<file path="config.mk">
export PLATFORM = sky130hd
export DESIGN_NAME = frame_seq_ctrl
export DESIGN_NICKNAME = d
export VERILOG_FILES = /design/src/rtl/frame_seq_ctrl.sv
export SDC_FILE = /design/constraint.sdc
export NUM_CORES = 1
export LEC_CHECK = 0
export ABC_CLOCK_PERIOD_IN_PS = 4700
export CAP_MARGIN = 20
export CORE_MARGIN = 1
export CORE_UTILIZATION = 55
export DETAILED_ROUTE_END_ITERATION = 8
export GPL_ROUTABILITY_DRIVEN = 0
export GPL_TIMING_DRIVEN = 0
export PLACE_DENSITY = 0.86
export SYNTH_ARGS = -nofsm -noshare
export SYNTH_HDL_FRONTEND = slang
export SYNTH_SLANG_ARGS = --single-unit
</file>
<file path="constraint.sdc">
create_clock -name clk -period 4.7 [get_ports clk]
set_input_delay 0.94 -clock clk [delete_from_list [all_inputs] [get_ports clk]]
set_output_delay 0.94 -clock clk [all_outputs]
set_load 0.05 [all_outputs]
</file>
<file path="src/rtl/frame_seq_ctrl.sv">
`default_nettype none
// ============================================================================
//  Module      : frame_seq_ctrl
//  Description : Frame sequencer for the line-buffered pixel pipeline front
//                end. Tracks vs_in/de_in timing and produces pixel
//                coordinates, line-buffer write/rotate strobes, window-valid,
//                start-of-frame, a wrapping completed-frame counter and an
//                optional line-length error flag.
//
//  Ports
//    clk        in   pipeline clock (single domain)
//    reset      in   synchronous, active-high
//    vs_in      in   vertical sync, active-high
//    hs_in      in   horizontal sync, active-high (error monitor only)
//    de_in      in   data enable, active-high
//    pix_valid  out  registered copy of an accepted de_in cycle
//    x_pos      out  column of current pixel            [X_W-1:0]
//    y_pos      out  active line index                  [Y_W-1:0]
//    lb_wr_en   out  line-buffer write enable (= pix_valid)
//    lb_rot     out  one-cycle pulse after the last pixel of a line
//    win_valid  out  full KERNEL x KERNEL window available
//    sof        out  one-cycle pulse on pixel (0,0)
//    frame_cnt  out  completed-frame count, wraps       [FCNT_W-1:0]
//    err_len    out  line-length / hs-during-de error, sticky per frame
//
//  Build option
//    FRAME_SEQ_CTRL_ERR_EN : when defined, builds the line-length capture and
//                            error monitor; otherwise err_len is tied 0.
//
//  Revision    : 1.0  initial release
// ============================================================================
module frame_seq_ctrl #(
    parameter int X_W    = 11,
    parameter int Y_W    = 11,
    parameter int KERNEL = 3,
    parameter int FCNT_W = 8
) (
    input  logic              clk,
    input  logic              reset,
    input  logic              vs_in,
    input  logic              hs_in,
    input  logic              de_in,
    output logic              pix_valid,
    output logic [X_W-1:0]    x_pos,
    output logic [Y_W-1:0]    y_pos,
    output logic              lb_wr_en,
    output logic              lb_rot,
    output logic              win_valid,
    output logic              sof,
    output logic [FCNT_W-1:0] frame_cnt,
    output logic              err_len
);

    localparam logic [1:0] c_ST_IDLE   = 2'd0;
    localparam logic [1:0] c_ST_VBLANK = 2'd1;
    localparam logic [1:0] c_ST_ACTIVE = 2'd2;
    localparam logic [1:0] c_ST_HBLANK = 2'd3;

    localparam logic [X_W-1:0] c_X_MAX = {X_W{1'b1}};
    localparam logic [Y_W-1:0] c_Y_MAX = {Y_W{1'b1}};
    localparam logic [X_W-1:0] c_KX    = X_W'(KERNEL - 1);
    localparam logic [Y_W-1:0] c_KY    = Y_W'(KERNEL - 1);

    logic [1:0]        r_state;
    logic [1:0]        w_state_nxt;
    logic              r_vs_d;
    logic              r_de_d;
    logic              r_line_done;

    logic              w_vs_rise;
    logic              w_pix_acc;
    logic              w_line_end;

    logic              w_pix_valid_nxt;
    logic [X_W-1:0]    w_x_nxt;
    logic [Y_W-1:0]    w_y_nxt;
    logic              w_rot_nxt;
    logic              w_win_nxt;
    logic              w_sof_nxt;
    logic [FCNT_W-1:0] w_fcnt_nxt;
    logic              w_line_done_nxt;

    // ------------------------------------------------------------------
    // Event decode
    // ------------------------------------------------------------------
    assign w_vs_rise  = vs_in & ~r_vs_d;
    // A pixel is accepted once out of IDLE; the vs rise cycle itself also
    // accepts its pixel as (0,0) of the new frame.
    assign w_pix_acc  = de_in & ((r_state != c_ST_IDLE) | w_vs_rise);
    // End of line: de falls while active. A simultaneous vs rise aborts the
    // line instead, so no rotate is issued for it.
    assign w_line_end = (r_state == c_ST_ACTIVE) & r_de_d & ~de_in & ~w_vs_rise;

    // ------------------------------------------------------------------
    // State register
    // ------------------------------------------------------------------
    always_ff @(posedge clk) begin
        if (reset) begin
            r_state <= c_ST_IDLE;
        end else begin
            r_state <= w_state_nxt;
        end
    end

    // ------------------------------------------------------------------
    // Next-state logic
    // ------------------------------------------------------------------
    always_comb begin
        w_state_nxt = r_state;
        if (w_vs_rise) begin
            w_state_nxt = de_in ? c_ST_ACTIVE : c_ST_VBLANK;
        end else begin
            case (r_state)
                c_ST_IDLE:   w_state_nxt = c_ST_IDLE;
                c_ST_VBLANK,
                c_ST_HBLANK: if (de_in)  w_state_nxt = c_ST_ACTIVE;
                c_ST_ACTIVE: if (!de_in) w_state_nxt = c_ST_HBLANK;
                default:     w_state_nxt = c_ST_IDLE;
            endcase
        end
    end

    // ------------------------------------------------------------------
    // Output logic (next values of the registered outputs)
    // ------------------------------------------------------------------
    always_comb begin
        w_pix_valid_nxt = w_pix_acc;
        w_x_nxt         = x_pos;
        w_y_nxt         = y_pos;
        w_rot_nxt       = w_line_end;
        w_fcnt_nxt      = frame_cnt;
        w_line_done_nxt = r_line_done;

        if (w_pix_acc) begin
            // First pixel of a line (or of a new frame) restarts the column
            if (w_vs_rise || (r_state != c_ST_ACTIVE)) begin
                w_x_nxt = '0;
            end else if (x_pos != c_X_MAX) begin
                w_x_nxt = x_pos + X_W'(1);
            end
        end

        if (w_vs_rise) begin
            w_y_nxt         = '0;
            w_line_done_nxt = 1'b0;
            // Count a frame only if it actually produced a completed line
            if ((r_state != c_ST_IDLE) && r_line_done) begin
                w_fcnt_nxt = frame_cnt + FCNT_W'(1);
            end
        end else if (w_line_end) begin
            w_line_done_nxt = 1'b1;
            if (y_pos != c_Y_MAX) begin
                w_y_nxt = y_pos + Y_W'(1);
            end
        end

        w_win_nxt = w_pix_acc && (w_x_nxt >= c_KX) && (w_y_nxt >= c_KY);
        w_sof_nxt = w_pix_acc && (w_x_nxt == '0) && (w_y_nxt == '0);
    end

    // ------------------------------------------------------------------
    // Output / datapath registers
    // ------------------------------------------------------------------
    always_ff @(posedge clk) begin
        if (reset) begin
            r_vs_d      <= 1'b0;
            r_de_d      <= 1'b0;
            r_line_done <= 1'b0;
            pix_valid   <= 1'b0;
            x_pos       <= '0;
            y_pos       <= '0;
            lb_rot      <= 1'b0;
            win_valid   <= 1'b0;
            sof         <= 1'b0;
            frame_cnt   <= '0;
        end else begin
            r_vs_d      <= vs_in;
            r_de_d      <= de_in;
            r_line_done <= w_line_done_nxt;
            pix_valid   <= w_pix_valid_nxt;
            x_pos       <= w_x_nxt;
            y_pos       <= w_y_nxt;
            lb_rot      <= w_rot_nxt;
            win_valid   <= w_win_nxt;
            sof         <= w_sof_nxt;
            frame_cnt   <= w_fcnt_nxt;
        end
    end

    assign lb_wr_en = pix_valid;

    // ------------------------------------------------------------------
    // Line-length error monitor
    // ------------------------------------------------------------------
`ifdef FRAME_SEQ_CTRL_ERR_EN
    // Line lengths are held as the last column index (length - 1), which is
    // exactly what x_pos shows while the line-end is being decoded.
    logic [X_W-1:0] r_len0;
    logic           r_err;

    always_ff @(posedge clk) begin
        if (reset) begin
            r_len0 <= '0;
            r_err  <= 1'b0;
        end else if (w_vs_rise) begin
            r_err  <= 1'b0;
        end else begin
            if (w_line_end) begin
                if (y_pos == '0) begin
                    r_len0 <= x_pos;
                end else if (x_pos != r_len0) begin
                    r_err  <= 1'b1;
                end
            end
            if (w_pix_acc && hs_in) begin
                r_err <= 1'b1;
            end
        end
    end

    assign err_len = r_err;
`else
    logic w_unused_hs;

    assign w_unused_hs = hs_in;
    assign err_len     = 1'b0;
`endif

endmodule
`default_nettype wire

</file>
==> flow_summary.json <==
{
  "fin_nets": 305,
  "maxSlewViolCount": 0,
  "yosysTopAreaCell": "dfxtp_1",
  "r2r_setup_slack_ps": 2400,
  "crit_path_max_fanout": 8,
  "finalSetupTns_ps": 0,
  "root_buffer": "clkbuf_8",
  "finalNonFillerCells": 346,
  "crit-reg2reg-launch": "y_pos[0]",
  "std_cell_rows": 22,
  "dpl_cell_area_sq_um": 2610,
  "outcome": "complete, no violations",
  "regArea_sq_um": 781,
  "cts_tree": "done",
  "switching_share_pct": 25.1,
  "max-cap-violations": 0,
  "place_ws_ps": 1580,
  "die_height_microns": 64.7,
  "netlist_top_cells_area": "dfxtp_1, nor2_1, xnor2_1",
  "power_density_nw_per_um2": 227,
  "synth_top_flop_cell": "dfxtp_1",
  "fp.dieW_microns": 64.7,
  "routed_wl_mm": 4.70,
  "grt_pass1_wl_mm": 7.93,
  "ioPinCount": 41,
  "fin_total_pwr_mw": 0.610,
  "yosysTopAreaCellShare_pct": 36.1,
  "worst_pin_slew_ps": 503,
  "rr_worst_depth": 8,
  "whs_ps": 481,
  "drt_first_pass_iters": 4,
  "place_hpwl_mm": 3.34,
  "crit_path_end": "win_valid",
  "seq_power_share_pct": 55.2,
  "n_fill_cell": 305,
  "final.min_clock_period_ps": 2840,
  "synth.avg_cell_area_sq_um": 8.59,
  "hold_class": "reg -> reg",
  "finalSetupViolations": 0,
  "post_cts_resized": 0,
  "multi_input_area_sq_um": 1290,
  "min_from": "r_line_done",
  "irDropWorstVdd_mv": 0.150,
  "synthArstFlopShare_pct": 0,
  "clk_pin_slew_ps": 70,
  "finClkSkew_ps": 8.50,
  "drc": 0,
  "critPathKind": "in -> reg",
  "grt_start_max_net_pins": 12,
  "routedWlPerCell_microns": 13.6,
  "rsz0062_at_grt": "no",
  "grt_overflow": 0,
  "cts_sinks": 39,
  "initial_utilization_pct": 58.2,
  "cts_made_buffers": 5,
  "cp-start-kind": "primary input",
  "clockBufferDepth": 2,
  "leakagePower_nw": 1.04,
  "seq_area_frac_synth_pct": 36.1,
  "grt_pass1_vias": 1733,
  "synthesis.area_sq_um": 2160,
  "timing.rr.end": "sof",
  "grt.total_usage_pct": 24.3,
  "switchingPower_mw": 0.153,
  "drt_iter0_drc": 129,
  "synth_seq_cells": 39,
  "antenna_found_initial": 0,
  "worstSkewPairLatency_ps": 290,
  "antenna_cells": 0,
  "postCtsSetupRepairBufs": 0,
  "cts_max_level": 2,
  "vias": 1985,
  "hold_buffers": 0,
  "crit_start": "vs_in",
  "slew_headroom_pct": 66.3,
  "required_ps": 4910,
  "avgViaCountPerCell": 5.74,
  "coreArea_sq_um": 3720,
  "dieArea_sq_um": 4190,
  "drive_gt1_share_pct": 10.7,
  "final_cell_mix": "nor2_1, dfxtp_1, clkdlybuf4s50_1",
  "fin_crit_sh_pct": 60.4,
  "synthCells": 252,
  "stdcell_area_sq_um": 2690,
  "synthDistinctLibCells": 58,
  "critPathCaptureType": "register",
  "numPlacedInstances": 338,
  "synthToLayoutAreaGrowth_pct": 24.1,
  "ant_nets": 0,
  "port_buffers": 38,
  "syn-num-nets": 260,
  "p_int_mw": 0.457,
  "final_core_util_pct": 72.3,
  "clockPowerShare_pct": 36.1,
  "yosysWarnings": 0,
  "power_frac_comb_pct": 8.7,
  "final-hold-violation-count": 0,
  "fmax_ghz": 0.352,
  "worst_slack_ps": 1860,
  "synth_edf_count": 0,
  "arrival_ps": 3040
}
-- power groups by stage --
stage	Sequential, mW	Clock [mW]	Combinational [mW]
3_3_place_gp	0.344	0	0.0520
5_1_grt	0.337	0.236	0.0572
4_1_cts	0.337	0.221	0.0528
3_5_place_dp	0.344	0	0.0528
2_1_floorplan	0.349	0	0.0333
6_report	0.337	0.220	0.0532
-- area by class of cell --
| type | instances | share of cell area (%) |
|---|---|---|
| Multi-Input combinational cell | 197 | 48.1 |
| Sequential cell | 39 | 29.1 |
| Timing Repair Buffer | 38 | 14.2 |
| Buffer | 13 | 2.98 |
| Clock buffer | 7 | 2.84 |
| Tap cell | 48 | 2.24 |
| Inverter | 3 | 0.419 |
| Clock inverter | 1 | 0.186 |
-- registers in the layout, summed over array words and instances, names as in the netlist --
name,cells
frame_cnt,8
r_de_d,1
lb_wr_en,1
r_vs_d,1
y_pos,11
win_valid,1
r_line_done,1
sof,1
lb_rot,1
x_pos,11
r_state,2
-- how the worst min path moves through the flow --
stage               depth (start not counted)           to  slack [ps]
detailed placement                          2  r_line_done         460
CTS                                         2  r_line_done         480
global route                                2  r_line_done         510
floorplan                                   2  r_line_done         430
global placement                            2  r_line_done         460
finish                                      2  r_line_done         480
-- Yosys cell counts (2+ instances only) --
| cell | n |
|---|---|
| mux2i_1 | 4 |
| nor2_1 | 39 |
| and2_1 | 3 |
| clkbuf_1 | 3 |
| a211oi_1 | 2 |
| nand3_1 | 12 |
| a41o_1 | 2 |
| buf_4 | 5 |
| inv_1 | 3 |
| a21o_1 | 3 |
| o21ai_1 | 2 |
| and4_1 | 5 |
| nor4_2 | 2 |
| dfxtp_1 | 39 |
| xor2_1 | 9 |
| nand4_1 | 4 |
| a311oi_1 | 2 |
| nand2_1 | 25 |
| a21oi_1 | 7 |
| nor3_1 | 5 |
| nor2b_1 | 7 |
| and3_1 | 6 |
| buf_2 | 4 |
| a31oi_1 | 3 |
| xnor2_1 | 13 |
| o21ai_0 | 4 |
| nand2b_1 | 3 |
| nor3b_1 | 3 |
| nor4_1 | 2 |
| ha_1 | 3 |
-- metal layers --
| metal | vias up | track usage, % | wire, microns |
|---|---|---|---|
| met5 | - | 0 | 0 |
| met4 | 0 | 9.44 | 72 |
| met3 | 8 | 6.16 | 272 |
| met2 | 66 | 36.3 | 2110 |
| met1 | 928 | 33.3 | 2240 |
| li1 | 983 | - | - |
-- kinds of logic (layout without fill, tap and decap cells) --
| group | count (synthesis) | after routing | synth area share, % |
|---|---|---|---|
| muxes | 4 | 4 | 1.85 |
| adders and majority gates | 3 | 3 | 1.73 |
| DFF | 39 | 39 | 36.1 |
| buffers and inverters | 16 | 62 | 4.22 |
| xor gates and xnor gates | 22 | 22 | 8.90 |
| and+or+nand+nor | 130 | 130 | 33.9 |
| AOI/OAI and AO/OA | 37 | 37 | 13.1 |
| other | 1 | 1 | 0.173 |
-- worst max-delay path: stages --
cell,delay (ps)
clkdlybuf4s50_1,510
nor2b_4,270
o31ai_4,140
nor4b_2,500
mux2i_1,260
o21ai_1,80
and3_4,160
nor4_2,180
No activity file was read; power rests on OpenSTA's default activity.
